**src/rtl/rv32i_types.sv**
```systemverilog
// Types shared by the memory bridge and its wait timer.
package rv32i_types;

   typedef enum logic [2:0] {
      S_IDLE,
      S_REQ,
      S_WAIT,
      S_RESP,
      S_ERR
   } bridge_state_t;

   localparam int TIMEOUT_DEFAULT = 255;

endpackage

```
**src/rtl/wait_timer.sv**
```systemverilog
// Counts cycles spent waiting for a downstream response.
// It flags expiry once TIMEOUT-1 cycles have been counted.
module wait_timer
   import rv32i_types::*;
#(
   parameter int TIMEOUT = TIMEOUT_DEFAULT
) (
   input  logic clk,
   input  logic rst,
   input  logic clr,
   input  logic en,
   output logic expired
);

   // One spare count keeps the counter from wrapping on its final increment.
   localparam int CNT_W = $clog2(TIMEOUT + 1);

   logic [CNT_W-1:0] r_count;

   // NOTE: clocked state uses non-blocking assignments so every register samples pre-edge values.
   always_ff @(posedge clk) begin
      if (rst || clr) begin
         r_count <= '0;
      end else if (en) begin
         r_count <= r_count + CNT_W'(1);
      end
   end

   assign expired = (r_count == CNT_W'(TIMEOUT - 1));

endmodule

```
**src/rtl/mem_bridge.sv**
```systemverilog
// Single-outstanding bridge from a level-held CPU memory request to a
// ready/valid downstream port. It has a wait timeout and a sticky error.
module mem_bridge
   import rv32i_types::*;
#(
   parameter int TIMEOUT = TIMEOUT_DEFAULT
) (
   input  logic        clk,
   input  logic        rst,
   input  logic [31:0] mem_addr,
   input  logic        mem_read,
   input  logic        mem_write,
   input  logic [3:0]  mem_wmask,
   input  logic [31:0] mem_wdata,
   output logic [31:0] mem_rdata,
   output logic        mem_resp,
   output logic [31:0] dmem_addr,
   output logic        dmem_read,
   output logic        dmem_write,
   output logic [3:0]  dmem_wmask,
   output logic [31:0] dmem_wdata,
   input  logic        dmem_ready,
   input  logic        dmem_rvalid,
   input  logic [31:0] dmem_rdata,
   input  logic        dmem_bvalid,
   output logic        busy,
   output logic        err
);

   bridge_state_t r_state;
   logic          r_op_write;
   logic          r_mem_resp;
   logic          r_dmem_read;
   logic          r_dmem_write;
   logic          r_busy;
   logic          r_err;
   logic [31:0]   r_mem_rdata;
   logic [31:0]   r_dmem_addr;
   logic [3:0]    r_dmem_wmask;
   logic [31:0]   r_dmem_wdata;

   logic          w_timer_clr;
   logic          w_timer_en;
   logic          w_expired;
   logic          w_unused_addr_lsb;

   assign w_timer_clr       = (r_state == S_REQ) && dmem_ready;
   assign w_timer_en        = (r_state == S_WAIT);
   // Downstream addresses are word aligned, so the byte offset is dropped.
   assign w_unused_addr_lsb = ^mem_addr[1:0];

   wait_timer #(
      .TIMEOUT (TIMEOUT)
   ) u_wait_timer (
      .clk     (clk),
      .rst     (rst),
      .clr     (w_timer_clr),
      .en      (w_timer_en),
      .expired (w_expired)
   );

   // NOTE: reset is synchronous, so it is sampled inside the clocked block like any other input.
   always_ff @(posedge clk) begin
      if (rst) begin
         r_state      <= S_IDLE;
         r_op_write   <= 1'b0;
         r_mem_resp   <= 1'b0;
         r_dmem_read  <= 1'b0;
         r_dmem_write <= 1'b0;
         r_busy       <= 1'b0;
         r_err        <= 1'b0;
         r_mem_rdata  <= '0;
         r_dmem_addr  <= '0;
         r_dmem_wmask <= '0;
         r_dmem_wdata <= '0;
      end else begin
         r_mem_resp <= 1'b0;
         case (r_state)
            S_IDLE: begin
               if (mem_read && mem_write) begin
                  r_err   <= 1'b1;
                  r_busy  <= 1'b1;
                  r_state <= S_ERR;
               end else if (mem_read || mem_write) begin
                  r_op_write   <= mem_write;
                  r_dmem_addr  <= {mem_addr[31:2], 2'b00};
                  r_dmem_wmask <= mem_wmask;
                  r_dmem_wdata <= mem_wdata;
                  r_dmem_read  <= mem_read;
                  r_dmem_write <= mem_write;
                  r_busy       <= 1'b1;
                  r_state      <= S_REQ;
               end
            end
            S_REQ: begin
               if (dmem_ready) begin
                  r_dmem_read  <= 1'b0;
                  r_dmem_write <= 1'b0;
                  r_state      <= S_WAIT;
               end
            end
            S_WAIT: begin
               // A matching response on the final count still completes normally.
               if (!r_op_write && dmem_rvalid) begin
                  r_mem_rdata <= dmem_rdata;
                  r_mem_resp  <= 1'b1;
                  r_state     <= S_RESP;
               end else if (r_op_write && dmem_bvalid) begin
                  r_mem_rdata <= '0;
                  r_mem_resp  <= 1'b1;
                  r_state     <= S_RESP;
               end else if (w_expired) begin
                  r_err   <= 1'b1;
                  r_state <= S_ERR;
               end
            end
            S_RESP: begin
               r_busy  <= 1'b0;
               r_state <= S_IDLE;
            end
            S_ERR: begin
               r_state <= S_ERR;
            end
            default: begin
               r_err   <= 1'b1;
               r_busy  <= 1'b1;
               r_state <= S_ERR;
            end
         endcase
      end
   end

   assign mem_rdata  = r_mem_rdata;
   assign mem_resp   = r_mem_resp;
   assign dmem_addr  = r_dmem_addr;
   assign dmem_read  = r_dmem_read;
   assign dmem_write = r_dmem_write;
   assign dmem_wmask = r_dmem_wmask;
   assign dmem_wdata = r_dmem_wdata;
   assign busy       = r_busy;
   assign err        = r_err;

endmodule

```
**config.mk**
```make
export PLATFORM = sky130hd
export DESIGN_NAME = mem_bridge
export DESIGN_NICKNAME = d
export VERILOG_FILES = /design/src/rtl/rv32i_types.sv /design/src/rtl/wait_timer.sv /design/src/rtl/mem_bridge.sv
export SDC_FILE = /design/constraint.sdc
export NUM_CORES = 1
export LEC_CHECK = 0
export BUFFER_PORTS_ARGS = -buffer_cell sky130_fd_sc_hd__buf_2
export CORE_AREA = 4 4 86 128
export DETAILED_ROUTE_END_ITERATION = 7
export DIE_AREA = 0 0 90 132
export HOLD_SLACK_MARGIN = 0.06
export PLACE_DENSITY = 0.81
export SLEW_MARGIN = 15
export SYNTH_ARGS = -nofsm -noshare
export SYNTH_HDL_FRONTEND = slang
export SYNTH_HIERARCHICAL = 1
export SYNTH_SLANG_ARGS = --single-unit
```
**constraint.sdc**
```tcl
create_clock -name clk -period 5.3 [get_ports clk]
set_input_delay 0.795 -clock clk [delete_from_list [all_inputs] [get_ports clk]]
set_output_delay 0.795 -clock clk [all_outputs]
set_load 0.03 [all_outputs]
```
==> impl_metrics.tcl, run 1 <==
set metrics [dict create \
    status "completed" \
    core_sq_um 9970 \
    count_of_flip_flops_with_a_built_in_enable_after_synthesis 0 \
    groute.usage.overall_pct 20.2 \
    gp_routability_congestion 0.781 \
    num_rows 45 \
    ys_seq_area_share_pct 52.6 \
    synthDominantCellAreaShare_pct 52.6 \
    timing.clock.skew_ns 0.00762 \
    grt_antenna_before_repair 2 \
    layout-drive-gt1-share_pct 34.4 \
    i_o_pins 212 \
    drt-pass1-iter-count 4 \
    final_core_utilization_pct 59.6 \
    pin_slew_with_the_least_headroom_to_its_limit_ns 0.992 \
    setup.worst_path.start_class "register" \
    timing.setup.critical_path_class "reg -> reg" \
    dpl.cell_count 826 \
    worst_skew_pair.late_latency_ns 0.40 \
    maxSlewHeadroom_pct 33.9 \
    max_clock_freq_ghz 0.323 \
    yosys.cell_types.count 41 \
    wire_per_inst_um 14.1 \
    finalWorstPathRequiredPeriod_ns 3.09 \
    clock_pin_transition_on_the_worst_setup_and_hold_timing_paths_ns 0.05 \
    post-cts-setup-buffers 0 \
    asyncSetResetFlopFracSynth_pct 0 \
    layout.nets 839 \
    period_share_pct 58.4 \
    dr.first_iter.drc_count 154 \
    drtAntennaViolNets 0 \
    post_synth_instance_area_sq_um 4380 \
    timing.critical_path.to_type "register" \
    first_global_vias 4257 \
    worst_hold_path_type "reg -> reg" \
    crit_arrival_ns 3.42 \
    fp.dieW_um 90 \
    area_growth_pct 35.7 \
    ctsLongestPathBuffers 2 \
    synthesis.yosys.warnings 6 \
    path_buf_inv 1 \
    hold_buffers 0 \
    fin_worst_hold_slack_ns 0.449 \
    design.die.area_sq_um 11900 \
    fillerInstances 897 \
    rsz0062_at_grt "no" \
    dpl.hpwl_mm 8.79 \
    pin_count_of_the_biggest_net_entering_global_routing 55 \
    cts.htree.levels 4 \
    die_height_um 132 \
    dr_total_vias 4426 \
    max_stage_delay_ns 0.82 \
    detail_route.drc_violations 0 \
    p_leak_nw 2.71 \
    grt_first_pass_wirelength_mm 19.9 \
    timing.max_cap.violations 0 \
    placement.io_buffers 207 \
    detail_route.vias_per_cell 5.16 \
    final-instance-count-excl-fill 858 \
    yosysTopAreaCell "dfxtp_1" \
    routed_wl_mm 12.1 \
    postSynth.topFlopCell "dfxtp_1" \
    clock_tree_from_tritoncts "built" \
    slowest_stage "or3b_1" \
    power_density_nw_per_um2 416 \
    totalNegativeSetupSlack_ns 0 \
    yosys-top-cells-area "dfxtp_1 53%, nand2_1 12%, a21oi_1 12%" \
    netlist_instances 544 \
    cts.sinks 115 \
    post_cts_resized 0 \
    congestion_overflow_gr 0 \
    timing.final.hold_violations 0 \
    critical-path-top-delay-family "simple AND/OR/NAND/NOR gates" \
    critPathRequiredTime_ns 5.63 \
    starting_density_pct 44.0 \
    synth-seq-cells 115 \
    timing.final.max_slew_violations 0 \
    peak_vdd_ir_mv 0.219 \
    clk_root_buffer_cell "clkbuf_16" \
    syn_area_per_cell_sq_um 8.05 \
    setup-violations-final 0 \
    timing.critical_path.cells "or3b_1, inv_2, nand3_1, or3_2, a21oi_1" \
    clock_buffer_count_from_cts 17 \
    antenna_cells 0 \
    crit_fanout 42 \
]
state kept, by name, indices dropped and copies added (netlist names):
| signal | cells |
|---|---|
| dmem_addr | 30 |
| dmem_wmask | 4 |
| dmem_write | 1 |
| u_wait_timer/r_count | 8 |
| busy | 1 |
| dmem_wdata | 32 |
| err | 1 |
| r_op_write | 1 |
| mem_resp | 1 |
| dmem_read | 1 |
| mem_rdata | 32 |
| r_state | 3 |
synth_stat cells (all sizes together) (2+ instances only):
cell / n
inv: 7
nor2: 9
or3b: 2
mux2i: 3
ha: 4
or3: 3
nand2: 141
xor2: 3
a221oi: 2
nand4: 2
a21oi: 104
dfxtp: 115
clkbuf: 33
nand2b: 3
o31ai: 2
a31oi: 2
nor2b: 2
a211oi: 2
nor3: 4
nand3: 37
buf: 15
o21ai: 36
cell type report:
type                       count  area (sq um)  share of cell area (%)
clock inverter                15           109                    1.83
clock buffer                  17           425                    7.16
tap                          117           146                    2.46
timing repair buffer         212          1080                    18.1
multi-input combinational    375          1860                    31.3
sequential                   115          2300                    38.7
inverter                       7          26.3                   0.442
per-stage QoR:
stage	power (W)	setup slack (ns)	area [sq um]
after global placement	0.00147	2.37	5400
after global routing	0.00259	1.94	5940
after CTS	0.00250	2.25	5940
after floorplan	0.00134	3.13	4380
after detailed placement	0.00149	2.26	5400
final	0.00247	2.21	5940
path summary, 6_finish.rpt:
kind,start,end,slack [ns],cells past startpoint
max,r_state[1],u_wait_timer/r_count[5],2.21,5
min,dmem_wdata[16],dmem_wdata[16],0.45,2
max reg2reg,r_state[1],u_wait_timer/r_count[5],2.21,5
min reg2reg,dmem_wdata[16],dmem_wdata[16],0.45,2
report_power, final:
part	internal, W	switching (W)	total, W	leakage [nW]
Clock	0.000599	0.000405	0.00100	0.260
Sequential	0.000937	0.0000466	0.000984	0.938
Combinational	0.000149	0.000336	0.000485	1.51
kinds of logic after synthesis:
group,synth area share [%]
AND/OR/NAND/NOR,20.6
AO/OA/AOI/OAI,18.6
flip-flops,52.6
buffers and inverters,5.57
adder cells (fa/ha/maj),1.14
XOR/XNOR,0.800
multiplexers,0.686
other,0.0856
worst register-to-register path, delay by kind of cell (launching register included):
kind | cells | cell delay, ns
buffers and inverters | 1 | 0.74
AO/OA/AOI/OAI | 1 | 0.14
flip-flops | 1 | 0.61
AND/OR/NAND/NOR | 3 | 1.53
routing by layer:
layer | share of wire, % | global-route usage [%]
met1 | 37 | 21.3
met2 | 52 | 35.8
met3 | 8.8 | 8.57
met4 | 1.8 | 6.81
met5 | 0.17 | 0
cells in the final DEF, fill, tap and decap left out, drive strengths merged, types with 2 or more instances in the layout:
cell and count:
a211oi 2, a21oi 104, a221oi 2, a31oi 2, buf 212, clkbuf 17, clkinv 8, clkinvlp 3
conb 2, dfxtp 115, ha 4, inv 11, mux2i 3, nand2 141, nand2b 3, nand3 37
nand4 2, nor2 9, nor2b 2, nor3 4, o21ai 36, o31ai 2, or3 3, or3b 2
xor2 3
Power figures use the tool's default switching activity.
==> inputs of run 2 (changes only) <==
--- a/config.mk
+++ b/config.mk
@@ -6,11 +6,11 @@
 export NUM_CORES = 1
 export LEC_CHECK = 0
 export BUFFER_PORTS_ARGS = -buffer_cell sky130_fd_sc_hd__buf_2
-export CORE_AREA = 4 4 86 128
+export CORE_AREA = 4 4 90 134
 export DETAILED_ROUTE_END_ITERATION = 7
-export DIE_AREA = 0 0 90 132
+export DIE_AREA = 0 0 94 138
 export HOLD_SLACK_MARGIN = 0.06
-export PLACE_DENSITY = 0.81
+export PLACE_DENSITY = 0.78
 export SLEW_MARGIN = 15
 export SYNTH_ARGS = -nofsm -noshare
 export SYNTH_HDL_FRONTEND = slang
==> constraint.sdc (replaced) <==
create_clock -name clk -period 2.7 [get_ports clk]
set_input_delay 0.405 -clock clk [delete_from_list [all_inputs] [get_ports clk]]
set_output_delay 0.405 -clock clk [all_outputs]
set_load 0.03 [all_outputs]
==> impl_metrics.tcl, run 2 (same netlist as run 1, synthesis figures left out) <==
set metrics [dict create \
    clkPwrFrac_pct 43.3 \
    core_sq_um 10900 \
    gp_routability_congestion 0.759 \
    share_of_power_burned_in_registers_pct 37.5 \
    finalWorstPathRequiredPeriod_ns 1.94 \
    area_growth_pct 38.6 \
    timing.critical_path.cells "or4b_2, buf_4, nand2_1, a21oi_1" \
    layout-drive-gt1-share_pct 34.6 \
    clock_tree_from_tritoncts "built" \
    combinational_share_of_power_pct 19.1 \
    clock_buffer_count_from_cts 17 \
    worst_hold_path_type "in -> reg" \
    fillerInstances 1082 \
    status "completed" \
    power_density_nw_per_um2 841 \
    internal-power_w 0.00358 \
    timing.critical_path.to_type "register" \
    drtAntennaViolNets 0 \
    period_share_pct 72.0 \
    hold_buffers 0 \
    dpl_worst_slack_ns 0.425 \
    maxSlewHeadroom_pct 50.7 \
    groute.usage.overall_pct 17.9 \
    wire_per_inst_um 13.4 \
    critPathRequiredTime_ns 2.94 \
    grt_antenna_before_repair 1 \
    commonest_cells_after_routing_fill_and_taps_aside "206 x buf_2, 141 x nand2_1, 115 x dfxtp_1, 104 x a21oi_1" \
    dr_total_vias 4306 \
    timing.final.max_slew_violations 0 \
    cts.htree.levels 4 \
    worst_skew_pair.late_latency_ns 0.40 \
    peak_vdd_ir_mv 0.436 \
    routed_wl_mm 11.9 \
    antenna_cells 0 \
    layout_commonest_cell "buf_2" \
    p_sw_w 0.00152 \
    clock_pin_transition_on_the_worst_setup_and_hold_timing_paths_ns 0.05 \
    dr.first_iter.drc_count 165 \
    crit_fanout 65 \
    clk_root_buffer_cell "clkbuf_16" \
    crit_arrival_ns 2.18 \
    setup-violations-final 0 \
    fp.dieW_um 94 \
    design.die.area_sq_um 13000 \
    cts.sinks 115 \
    starting_density_pct 40.0 \
    timing.max_cap.violations 0 \
    drt-pass1-iter-count 4 \
    slowest_stage "or4b_2" \
    congestion_overflow_gr 0 \
    detail_route.vias_per_cell 4.84 \
    pin_count_of_the_biggest_net_entering_global_routing 74 \
    detail_route.drc_violations 0 \
    path_buf_inv 1 \
    multi_input_area_sq_um 1850 \
    i_o_pins 212 \
    post-cts-setup-buffers 0 \
    p_leak_nw 2.74 \
    grt_first_pass_wirelength_mm 18.9 \
    max_clock_freq_ghz 0.515 \
    dpl.hpwl_mm 8.24 \
    first_global_vias 3978 \
    die_height_um 138 \
    pin_slew_with_the_least_headroom_to_its_limit_ns 0.740 \
    register_area_sq_um 2300 \
    ctsLongestPathBuffers 2 \
    timing.setup.critical_path_class "reg -> reg" \
    rsz0062_at_grt "no" \
    switching_share_pct 29.8 \
    timing.final.ws_setup_ns 0.757 \
    num_rows 47 \
    post_cts_resized 0 \
    totalNegativeSetupSlack_ns 0 \
    timing.clock.skew_ns 0.0111 \
    max_stage_delay_ns 0.73 \
    layout.nets 843 \
    timing.final.hold_violations 0 \
    setup.worst_path.start_class "register" \
    placement.io_buffers 207 \
    critical-path-top-delay-family "simple AND/OR/NAND/NOR gates" \
]
==> run 2: cell types whose count changed in the layout (fill, tap and decap cells not counted) <==
cell	delta
buf_12	+1
clkinv_2	-3
nor2b_2	+1
inv_6	-3
clkinvlp_4	+3
clkinv_4	-2
nor2b_4	-1
buf_4	+3
bufinv_16	+3
==> run 2: path summary, 6_finish.rpt <==
kind              slack [ns]            from  cells past startpoint        endpoint
setup reg to reg        0.76      r_state[2]                      4   dmem_addr[25]
hold reg to reg         0.45  dmem_wdata[27]                      2  dmem_wdata[27]
hold / removal          0.24    mem_wdata[6]                      3   dmem_wdata[6]
setup / recovery        0.76      r_state[2]                      4   dmem_addr[25]
==> run 2: final cells by class <==
class                           instances  area share, %
Tap cell                              147           3.03
Clock inverter                         13           2.68
Inverter                                7          0.433
Sequential cell                       115           37.9
Timing Repair Buffer                  216           18.4
Multi-Input combinational cell        375           30.5
Clock buffer                           17           7.01
==> run 2: metal layers <==
metal | global-route usage, % | part of all wire [%] | vias up
li1 | - | - | 2201
met2 | 30.8 | 50 | 152
met5 | 0 | 0.11 | -
met4 | 6.39 | 2.1 | 2
met3 | 6.90 | 8.1 | 22
met1 | 19.6 | 40 | 1929
==> run 2: worst min-delay path, stage by stage <==
cell and delay [ns]:
buf_2 0.09, nand2_1 0.04, a21oi_1 0.05
==> run 2: through the flow <==
stage                     hold WS [ns]  std cells  power, W  utilization, %  cell area, sq um
final                            0.243        890   0.00511            55.5              6070
after global routing             0.229        890   0.00536            55.5              6070
after CTS                        0.224        890   0.00517            55.5              6070
after detailed placement         0.443        860   0.00294            50.1              5480
after global placement           0.439        860   0.00293            50.1              5480
after floorplan                  0.452        545   0.00263               -              4380
==> run 2: power by group through the flow <==
stage               Sequential [W]  Combinational [W]  Clock [W]
floorplan                  0.00220           0.000424          0
global placement           0.00195           0.000981          0
detailed placement         0.00195           0.000986          0
CTS                        0.00192           0.000989    0.00226
global route               0.00193            0.00107    0.00235
finish                     0.00192           0.000977    0.00221
==> inputs of run 3 (changes only) <==
--- a/config.mk
+++ b/config.mk
@@ -6,11 +6,11 @@
 export NUM_CORES = 1
 export LEC_CHECK = 0
 export BUFFER_PORTS_ARGS = -buffer_cell sky130_fd_sc_hd__buf_2
-export CORE_AREA = 4 4 90 134
+export CORE_AREA = 4 4 86 128
 export DETAILED_ROUTE_END_ITERATION = 7
-export DIE_AREA = 0 0 94 138
+export DIE_AREA = 0 0 90 132
 export HOLD_SLACK_MARGIN = 0.06
-export PLACE_DENSITY = 0.78
+export PLACE_DENSITY = 0.81
 export SLEW_MARGIN = 15
 export SYNTH_ARGS = -nofsm -noshare
 export SYNTH_HDL_FRONTEND = slang
==> constraint.sdc (replaced) <==
create_clock -name clk -period 1.8 [get_ports clk]
set_input_delay 0.27 -clock clk [delete_from_list [all_inputs] [get_ports clk]]
set_output_delay 0.27 -clock clk [all_outputs]
set_load 0.03 [all_outputs]
==> impl_metrics.tcl, run 3 (same netlist as run 1, synthesis figures left out) <==
set metrics [dict create \
    layout_commonest_cell "buf_2" \
    final_core_utilization_pct 62.2 \
    worst_skew_pair.late_latency_ns 0.41 \
    clock_pin_transition_on_the_worst_setup_and_hold_timing_paths_ns 0.05 \
    drt-pass1-iter-count 4 \
    timing.final.max_slew_violations 0 \
    hold_buffers 0 \
    layout.nets 851 \
    max_clock_freq_ghz 0.615 \
    timing.final.hold_violations 0 \
    congestion_overflow_gr 0 \
    fillerInstances 834 \
    detailed_place.area_sq_um 5540 \
    design.die.area_sq_um 11900 \
    core_sq_um 9970 \
    timing.critical_path.to_type "register" \
    post-cts-setup-buffers 0 \
    timing.max_cap.violations 0 \
    starting_density_pct 44.0 \
    totalNegativeSetupSlack_ns 0 \
    pin_count_of_the_biggest_net_entering_global_routing 46 \
    detail_route.drc_violations 0 \
    finalWorstPathRequiredPeriod_ns 1.63 \
    groute.usage.overall_pct 20.5 \
    crit_arrival_ns 1.96 \
    worst_hold_path_type "in -> reg" \
    timing.setup.critical_path_class "reg -> reg" \
    setup.worst_path.start_class "register" \
    ctsLongestPathBuffers 2 \
    num_rows 45 \
    post-route-cell-area_sq_um 6190 \
    setup-violations-final 0 \
    final-instance-count-excl-fill 870 \
    area_growth_pct 41.4 \
    fp.dieW_um 90 \
    placement.io_buffers 207 \
    cts.sinks 115 \
    dr.first_iter.drc_count 209 \
    grt_antenna_before_repair 0 \
    gp_routability_congestion 0.792 \
    peak_vdd_ir_mv 0.741 \
    clock_tree_from_tritoncts "built" \
    drtAntennaViolNets 0 \
    post_cts_resized 0 \
    clk_root_buffer_cell "clkbuf_16" \
    layout-drive-gt1-share_pct 35.7 \
    grt_first_pass_wirelength_mm 20.2 \
    dpl.cell_count 838 \
    dr_total_vias 4498 \
    p_leak_nw 2.83 \
    timing.clock.skew_ns 0.00819 \
    i_o_pins 212 \
    dpl.hpwl_mm 8.85 \
    die_height_um 132 \
    cts.htree.levels 4 \
    crit_fanout 7 \
    rsz0062_at_grt "no" \
    commonest_cells_after_routing_fill_and_taps_aside "206 x buf_2, 141 x nand2_1, 113 x dfxtp_1, 104 x a21oi_1, 36 x o21ai_0" \
    period_share_pct 90.4 \
    wire_per_inst_um 14.2 \
    routed_wl_mm 12.4 \
    critPathRequiredTime_ns 2.13 \
    antenna_cells 0 \
    detail_route.vias_per_cell 5.17 \
    clock_buffer_count_from_cts 17 \
    status "completed" \
    power_density_nw_per_um2 1300 \
    fin_worst_hold_slack_ns 0.0992 \
    first_global_vias 4438 \
]
## run 3: layout make-up
class | count | area, sq um | area share (%)
Multi-Input combinational cell | 375 | 1860 | 30.0
Clock inverter | 13 | 208 | 3.35
Sequential cell | 115 | 2300 | 37.2
Tap cell | 117 | 146 | 2.36
Inverter | 7 | 31.3 | 0.505
Timing Repair Buffer | 224 | 1200 | 19.4
Clock buffer | 19 | 443 | 7.15
## run 3: per-layer routing
metal / global-route usage, % / wire [um] / up-vias
met3: 7.82 / 1080 / 29
met1: 20.5 / 4500 / 2058
met5: 0 / 0 / -
li1: - / - / 2217
met2: 37.1 / 6490 / 194
met4: 9.63 / 290 / 0
## run 3: where the power goes
part | total [W] | switching (W) | leakage, nW | internal [W]
registers | 0.00287 | 0.000112 | 0.938 | 0.00276
clock network | 0.00367 | 0.00118 | 0.317 | 0.00249
logic | 0.00153 | 0.00103 | 1.57 | 0.000496
total | 0.00807 | 0.00232 | 2.83 | 0.00575
## run 3: metrics by stage
step,worst slack (ns),power [W]
6_report,0.173,0.00807
5_1_grt,0.0686,0.00840
4_1_cts,0.175,0.00813
3_5_place_dp,-0.103,0.00445
3_3_place_gp,-0.0784,0.00440
2_1_floorplan,0.00188,0.00395
## run 3: final timing paths
check                           cells past startpoint  slack [ns]                      end     startpoint
worst max-delay path                                5        0.17  u_wait_timer/r_count[7]     r_state[0]
worst min-delay path                                3         0.1           dmem_wdata[18]  mem_wdata[18]
worst max register to register                      5        0.17  u_wait_timer/r_count[7]     r_state[0]
worst min register to register                      2        0.45            dmem_addr[25]  dmem_addr[25]
## run 3: critical path, cell delays in order (launching register included)
cell and delay [ns]:
dfxtp_2 0.34, or3b_1 0.46, inv_6 0.12, nand3_2 0.09, or4_1 0.42, a21oi_1 0.13
